**src/rtl/countdown_timer.sv**
```systemverilog
// countdown_timer: loadable down-counter driven by a prescaler tick.
// Emits a one-cycle done pulse on expiry; optional periodic auto-reload.
module countdown_timer #(
    parameter int MAXIMUM_VALUE     = 32,
    parameter int NBITS_FOR_COUNTER = $clog2(MAXIMUM_VALUE)
) (
    input  logic                         clk,
    input  logic                         reset,
    input  logic                         start,
    input  logic [NBITS_FOR_COUNTER-1:0] load_value,
    input  logic                         auto_reload,
    input  logic                         tick,
    input  logic                         abort,
    output logic [NBITS_FOR_COUNTER-1:0] count,
    output logic                         busy,
    output logic                         done
);

    localparam int W = NBITS_FOR_COUNTER;
    localparam logic [W-1:0] MAX_LOAD = W'(MAXIMUM_VALUE - 1);
    localparam logic [W-1:0] ONE      = W'(1);

    typedef enum logic [1:0] {
        S_IDLE   = 2'd0,
        S_RUN    = 2'd1,
        S_FINISH = 2'd2
    } state_t;

    state_t         r_state;
    logic [W-1:0]   r_count;
    logic [W-1:0]   r_reload;
    logic           r_auto;
    logic           r_busy;
    logic           r_done;
    logic [W-1:0]   w_load;
    logic           w_last;

    // Clamp only exists when the width can hold values past the bound.
    generate
        if ((1 << W) > MAXIMUM_VALUE) begin : g_clamp
            assign w_load = (load_value > MAX_LOAD) ? MAX_LOAD : load_value;
        end else begin : g_noclamp
            assign w_load = load_value;
        end
    endgenerate

    assign w_last = ~(r_count > ONE);

    // Control FSM with registered count/busy/done.
    always_ff @(posedge clk or negedge reset) begin
        if (!reset) begin
            r_state  <= S_IDLE;
            r_count  <= '0;
            r_reload <= '0;
            r_auto   <= 1'b0;
            r_busy   <= 1'b0;
            r_done   <= 1'b0;
        end else begin
            r_done <= 1'b0;
            if (abort) begin
                r_state <= S_IDLE;
                r_count <= '0;
                r_busy  <= 1'b0;
            end else begin
                case (r_state)
                    S_IDLE: begin
                        if (start) begin
                            r_count  <= w_load;
                            r_reload <= w_load;
                            r_auto   <= auto_reload;
                            if (w_load == '0) begin
                                r_state <= S_FINISH;
                                r_done  <= 1'b1;
                            end else begin
                                r_state <= S_RUN;
                                r_busy  <= 1'b1;
                            end
                        end
                    end
                    S_RUN: begin
                        if (tick) begin
                            if (!w_last) begin
                                r_count <= r_count - ONE;
                            end else if (r_auto) begin
                                r_count <= r_reload;
                                r_done  <= 1'b1;
                            end else begin
                                r_count <= '0;
                                r_done  <= 1'b1;
                                r_busy  <= 1'b0;
                                r_state <= S_FINISH;
                            end
                        end
                    end
                    S_FINISH: begin
                        r_state <= S_IDLE;
                    end
                    default: begin
                        r_state <= S_IDLE;
                        r_count <= '0;
                        r_busy  <= 1'b0;
                    end
                endcase
            end
        end
    end

    assign count = r_count;
    assign busy  = r_busy;
    assign done  = r_done;

endmodule

```
**config.mk**
```make
export PLATFORM = sky130hd
export DESIGN_NAME = countdown_timer
export DESIGN_NICKNAME = d
export VERILOG_FILES = /design/src/rtl/countdown_timer.sv
export SDC_FILE = /design/constraint.sdc
export NUM_CORES = 1
export LEC_CHECK = 0
export ABC_AREA = 1
export CORE_UTILIZATION = 50
export CTS_CLUSTER_SIZE = 30
export DETAILED_ROUTE_END_ITERATION = 10
export PLACE_DENSITY = 0.74
export SYNTH_ARGS = -nofsm -noshare
export SYNTH_HDL_FRONTEND = slang
export SYNTH_SLANG_ARGS = --single-unit
export TNS_END_PERCENT = 30
```
**constraint.sdc**
```tcl
create_clock -name clk -period 1.9 [get_ports clk]
set_clock_uncertainty 0.2 [all_clocks]
set_input_delay 0.19 -clock clk [delete_from_list [all_inputs] [get_ports clk]]
set_output_delay 0.19 -clock clk [all_outputs]
set_load 0.01 [all_outputs]
```
# == After elaboration in Yosys (flattened, before gate mapping) ==
# Cells that the tools add are included.
# totals
out_inout_bits,7
elab_cells,49
regBits,15
# op_classes
magnitude_cmp,1
n_mux,26
n_reduce_logical,6
n_bitwise,1
n_addsub,1
eq_ne,8
# op_table
op,count
$mux W5,5
$ne A3 B3 Y1 const B,5
$pmux W5 S3,1
$mux W2,6
$mux W1,11
$reduce_and A3 Y1,2
$reduce_and A6 Y1,1
$gt A5 B1 Y1 const B,1
$logic_not A5 Y1,1
$sub A5 B1 Y5 const B,1
$pmux W2 S2,1
$reduce_and A4 Y1,1
$pmux W1 S3,1
$eq A2 B1 Y1 const B,1
$eq A2 B2 Y1 const B,1
$logic_not A2 Y1,1
$ne A2 B2 Y1 const B,1
$pmux W1 S2,1
$not A1 Y1,1

# == Longest topological paths before layout ==
# logic_depth
word_depth,5
depth_mapped,10

# == Worst setup path after synthesis ==
# OpenSTA, ideal clock, no wires.
# synth_timing
kind,register to register
startpoint,register r_count[1] (netlist: count[1])
endpoint,register r_state[0]
setup_ns,0.118
t_arrival_ns,1.246
path_slack_ns,0.336
required_ns,1.582
path_stages_with_launch,10
path_buffers,0
cell_sequence,dfrtp_1 > inv_1 > ha_1 > inv_1 > o21ai_2 > nand2_2 > o21ai_2 > nand3_1 > nand2_1 > nand2_1
# synth_via
elab_chain_len,3
# synth_rtl
item,line,text
from (decl),30,logic [W-1:0] r_count;
from (signal assigned),68,r_count <= w_load;
from (signal assigned),83,r_count <= r_count - ONE;
from (signal assigned),85,r_count <= r_reload;
$gt A5 B1 Y1,47,assign w_last = ~(r_count > ONE);
$ne A3 B3 Y1 (no source line),-,
$reduce_and A4 Y1 (no source line),-,
to (signal assigned),52,r_state <= S_IDLE;
to (signal assigned),61,r_state <= S_IDLE;
to (signal assigned),72,r_state <= S_FINISH;
to (decl),29,state_t r_state;
# No other way between the ends.
# A chain may end at the register's enable or synchronous reset.

# == Worst setup path in the final report ==
# layout_timing
startpoint,register r_count[0] (netlist: count[0])
endpoint,output count[0]
# layout_lines
item,line,text
to (decl),14,"output logic [NBITS_FOR_COUNTER-1:0] count,"
# No word-level cell between the ends.

==> Implementation_results.wiki <==
{| class="wikitable"
! Metric !! Value
|-
| CP Max Fanout || 6
|-
| Initial antenna violation count || 0
|-
| Area used by sequential logic in the layout || 375.4 um^2
|-
| Total leakage power || 0.6447 nW
|-
| Buffers inserted during post-CTS setup optimization || 0
|-
| Power per unit of standard cell area || 1645 mW/mm^2
|-
| Routed via count || 940
|-
| Placeable core area || 0.001783 mm^2
|-
| Final cell count without fillers || 181
|-
| HPWL after detailed placement || 1691 um
|-
| Post-synthesis sequential area ratio || 38.36%
|-
| Crit path largest cell delay || 0.58 ns
|-
| DR iter-0 viols || 35
|-
| Hold-fix buffers, CTS || 0
|-
| Critical-path cell list || clkdlybuf4s50_1
|-
| Number of buffers created by CTS || 3
|-
| Final period utilization || 90.89%
|-
| Layout fillers || 162
|-
| Wire length per cell || 11.73 um
|-
| Max_cap viols || 0
|-
| Flops & latches, synth || 15
|-
| CTS H-Tree Depth || 1
|-
| Total congestion overflow after global routing || 0
|-
| Design Area, Final || 0.001236 mm^2
|-
| Worst relative slew slack || 76.23%
|-
| Synth cell types || 19
|-
| Die ar. || 0.002138 mm^2
|-
| Most frequently used cell type in the post-synthesis netlist || sky130_fd_sc_hd__nand2_1
|-
| Biggest area consumer among synthesized cells || sky130_fd_sc_hd__dfrtp_1
|-
| Ranking of synthesized cells by area || sky130_fd_sc_hd__dfrtp_1 (38%), sky130_fd_sc_hd__nand2_1 (20%), sky130_fd_sc_hd__nand3_1 (7.7%), sky130_fd_sc_hd__inv_1 (4.6%), sky130_fd_sc_hd__mux2_4 (4.6%)
|-
| Top post-synthesis cells by count || sky130_fd_sc_hd__nand2_1 (52), sky130_fd_sc_hd__dfrtp_1 (15), sky130_fd_sc_hd__nand3_1 (15)
|-
| GRT Total Usage || 23.15%
|-
| Share of flip-flops with an asynchronous set or reset after synthesis || 100.0%
|-
| Layout overhead on the synthesized area || 26.34%
|-
| Max Root-Sink Buffers || 2
|-
| Clk pin slew, worst setup/hold paths || 0.09 ns
|-
| Accumulated negative setup slack || 0 ns
|-
| Top-area cell type share of the netlist area || 38.36%
|-
| Vias in the first global route || 864
|-
| Worst IR drop on VDD || 0.9914 mV
|-
| Post-Synthesis Net Count || 144
|-
| Core Rows || 15
|-
| Hold violation count in the final report || 0
|-
| Clock network latency to the later pin of the worst-skew pair || 0.28 ns
|-
| Post-synth EDFFs || 0
|-
| CP top delay family || buffers and inverters
|-
| Synthesis warning total || 0
|-
| M3 GR Usage || 3.529%
|-
| Total Routed Length || 2123 um
|-
| Wire length of the first global-routing pass || 3532 um
|-
| Most Crowded Layer GR || met2
|-
| Largest net degree at the start of global routing || 16
|-
| Vias per cell || 5.193
|-
| Post-layout power || 0.002034 W
|-
| Clock tree from TritonCTS || built
|-
| Fraction of final layout cells sized beyond drive strength 1 || 16.03%
|-
| Post-synthesis average cell area || 7.469 um^2
|-
| Min-Delay Path Class || primary input to asynchronous set/reset pin
|-
| Critical path data arrival time || 1.34 ns
|-
| Number of nets in the layout || 170
|-
| Met2 Use GR || 41.41%
|-
| Post-route core utilization || 69.33%
|-
| Max Transition Viols Final || 0
|-
| Number of diodes || 0
|-
| DRC violations left || 0
|-
| Clock Tree Root || sky130_fd_sc_hd__clkbuf_4
|-
| Category of the critical setup timing path || flop to primary output
|-
| Height of the die || 46.24 um
|-
| Port Buffers || 17
|-
| Post-synthesis cell count || 131
|-
| Cell Count Post-Placement || 177
|-
| Primary FF master, synth || sky130_fd_sc_hd__dfrtp_1
|-
| Tightest Pin Transition || 0.3562 ns
|-
| Global placement routability congestion || 0.9156
|-
| CTS sink cnt || 15
|-
| RSZ-0062 raised after global routing || no
|-
| Die Wd || 46.24 um
|-
| Highest achievable clock rate || 0.5791 GHz
|-
| Cell with the biggest individual delay on the critical path || sky130_fd_sc_hd__clkdlybuf4s50_1
|-
| Post-cts repair resize count || 0
|-
| # setup viols final || 0
|-
| Result of the run || finished clean
|-
| Post-route antenna net violation count || 0
|-
| Kind of capture point of the worst setup path || primary output
|-
| Req. time, crit path || 1.51 ns
|-
| Area post-placement || 0.001210 mm^2
|-
| Cell area after synthesis || 978.4 um^2
|-
| Area used by multi-input combinational logic || 548.0 um^2
|-
| Global Route met1 Usage || 28.88%
|-
| Starting utilization of the core area || 54.88%
|-
| IO Pins || 18
|-
| Startpoint type of the worst setup path || flop
|-
| Detailed Routing Iterations Pass 1 || 4
|-
| Number of buffers and inverters on the critical path || 1
|-
| Final Critical Period || 1.727 ns
|}
## final timing paths
check / start / endpoint / slack, ns / cells past startpoint
min reg2reg: busy$_DFFE_PN0P_ / busy$_DFFE_PN0P_ / 0.28 / 2
min in group clk: busy$_DFFE_PN0P_ / busy$_DFFE_PN0P_ / 0.28 / 2
min: reset / count[3]$_DFFE_PN0P_ / 0.007 / 2
max in group asynchronous: reset / r_reload[4]$_DFFE_PN0P_ / 1.32 / 2
max reg2reg: count[2]$_DFFE_PN0P_ / r_state[0]$_DFFE_PN0P_ / 0.30 / 8
max: count[0]$_DFFE_PN0P_ / count[0] / 0.17 / 1
## layer usage
layer  up-vias  routed length [um]
met3         2                 119
met5         -                   0
met1       431                 939
met4         0                  12
li1        468                   -
met2        39                1052
## registers in the layout (all words and copies together) (netlist names)
register,flops
count,5
r_state,2
busy,1
r_auto,1
done,1
r_reload,5
## stage by stage
step	worst slack, ns	hold slack [ns]
after global routing	0.1153	0.02947
after CTS	0.1764	0.01542
final	0.1731	0.007137
after floorplan	0.3361	-0.3056
after global placement	0.1503	0.2587
after detailed placement	0.1000	0.2669
## report_power, final
part | switching, W | leakage [nW] | total [W] | internal [W]
clock network | 0.000105 | 0.0150 | 0.000186 | 0.0000815
logic | 0.000681 | 0.439 | 0.00121 | 0.000530
registers | 0.000173 | 0.191 | 0.000636 | 0.000463
## cells by family (layout without fill, tap and decap cells)
kind of cell / after synthesis / after routing / synth area share (%)
simple gates: 89 / 89 / 43.61
compound gates: 7 / 7 / 4.348
flops: 15 / 15 / 38.36
mux: 3 / 3 / 4.603
fa+ha+maj: 2 / 2 / 2.557
buf+inv: 14 / 39 / 5.626
xor+xnor: 1 / 1 / 0.8953
## final cells by class
| class | count | area share [%] |
|---|---|---|
| multi-input cells | 102 | 44.33 |
| repair buffers | 21 | 16.19 |
| inverters | 14 | 4.453 |
| clock buffers | 4 | 2.125 |
| flip-flops and latches | 15 | 30.36 |
| well taps | 25 | 2.530 |
## layout by cell type, fill, tap and decap left out, types with 2 or more instances in the layout
master / n
sky130_fd_sc_hd__nand2_1: 52
sky130_fd_sc_hd__nand2_4: 4
sky130_fd_sc_hd__clkdlybuf4s50_1: 17
sky130_fd_sc_hd__o21ai_0: 4
sky130_fd_sc_hd__nor2_2: 2
sky130_fd_sc_hd__o21ai_2: 2
sky130_fd_sc_hd__dfrtp_1: 15
sky130_fd_sc_hd__inv_1: 12
sky130_fd_sc_hd__clkbuf_4: 3
sky130_fd_sc_hd__nand4_1: 2
sky130_fd_sc_hd__mux2_4: 3
sky130_fd_sc_hd__buf_4: 4
sky130_fd_sc_hd__nor2_1: 8
sky130_fd_sc_hd__nor2_4: 4
sky130_fd_sc_hd__ha_1: 2
sky130_fd_sc_hd__nand3_1: 15
Power figures use the tool's default switching activity.
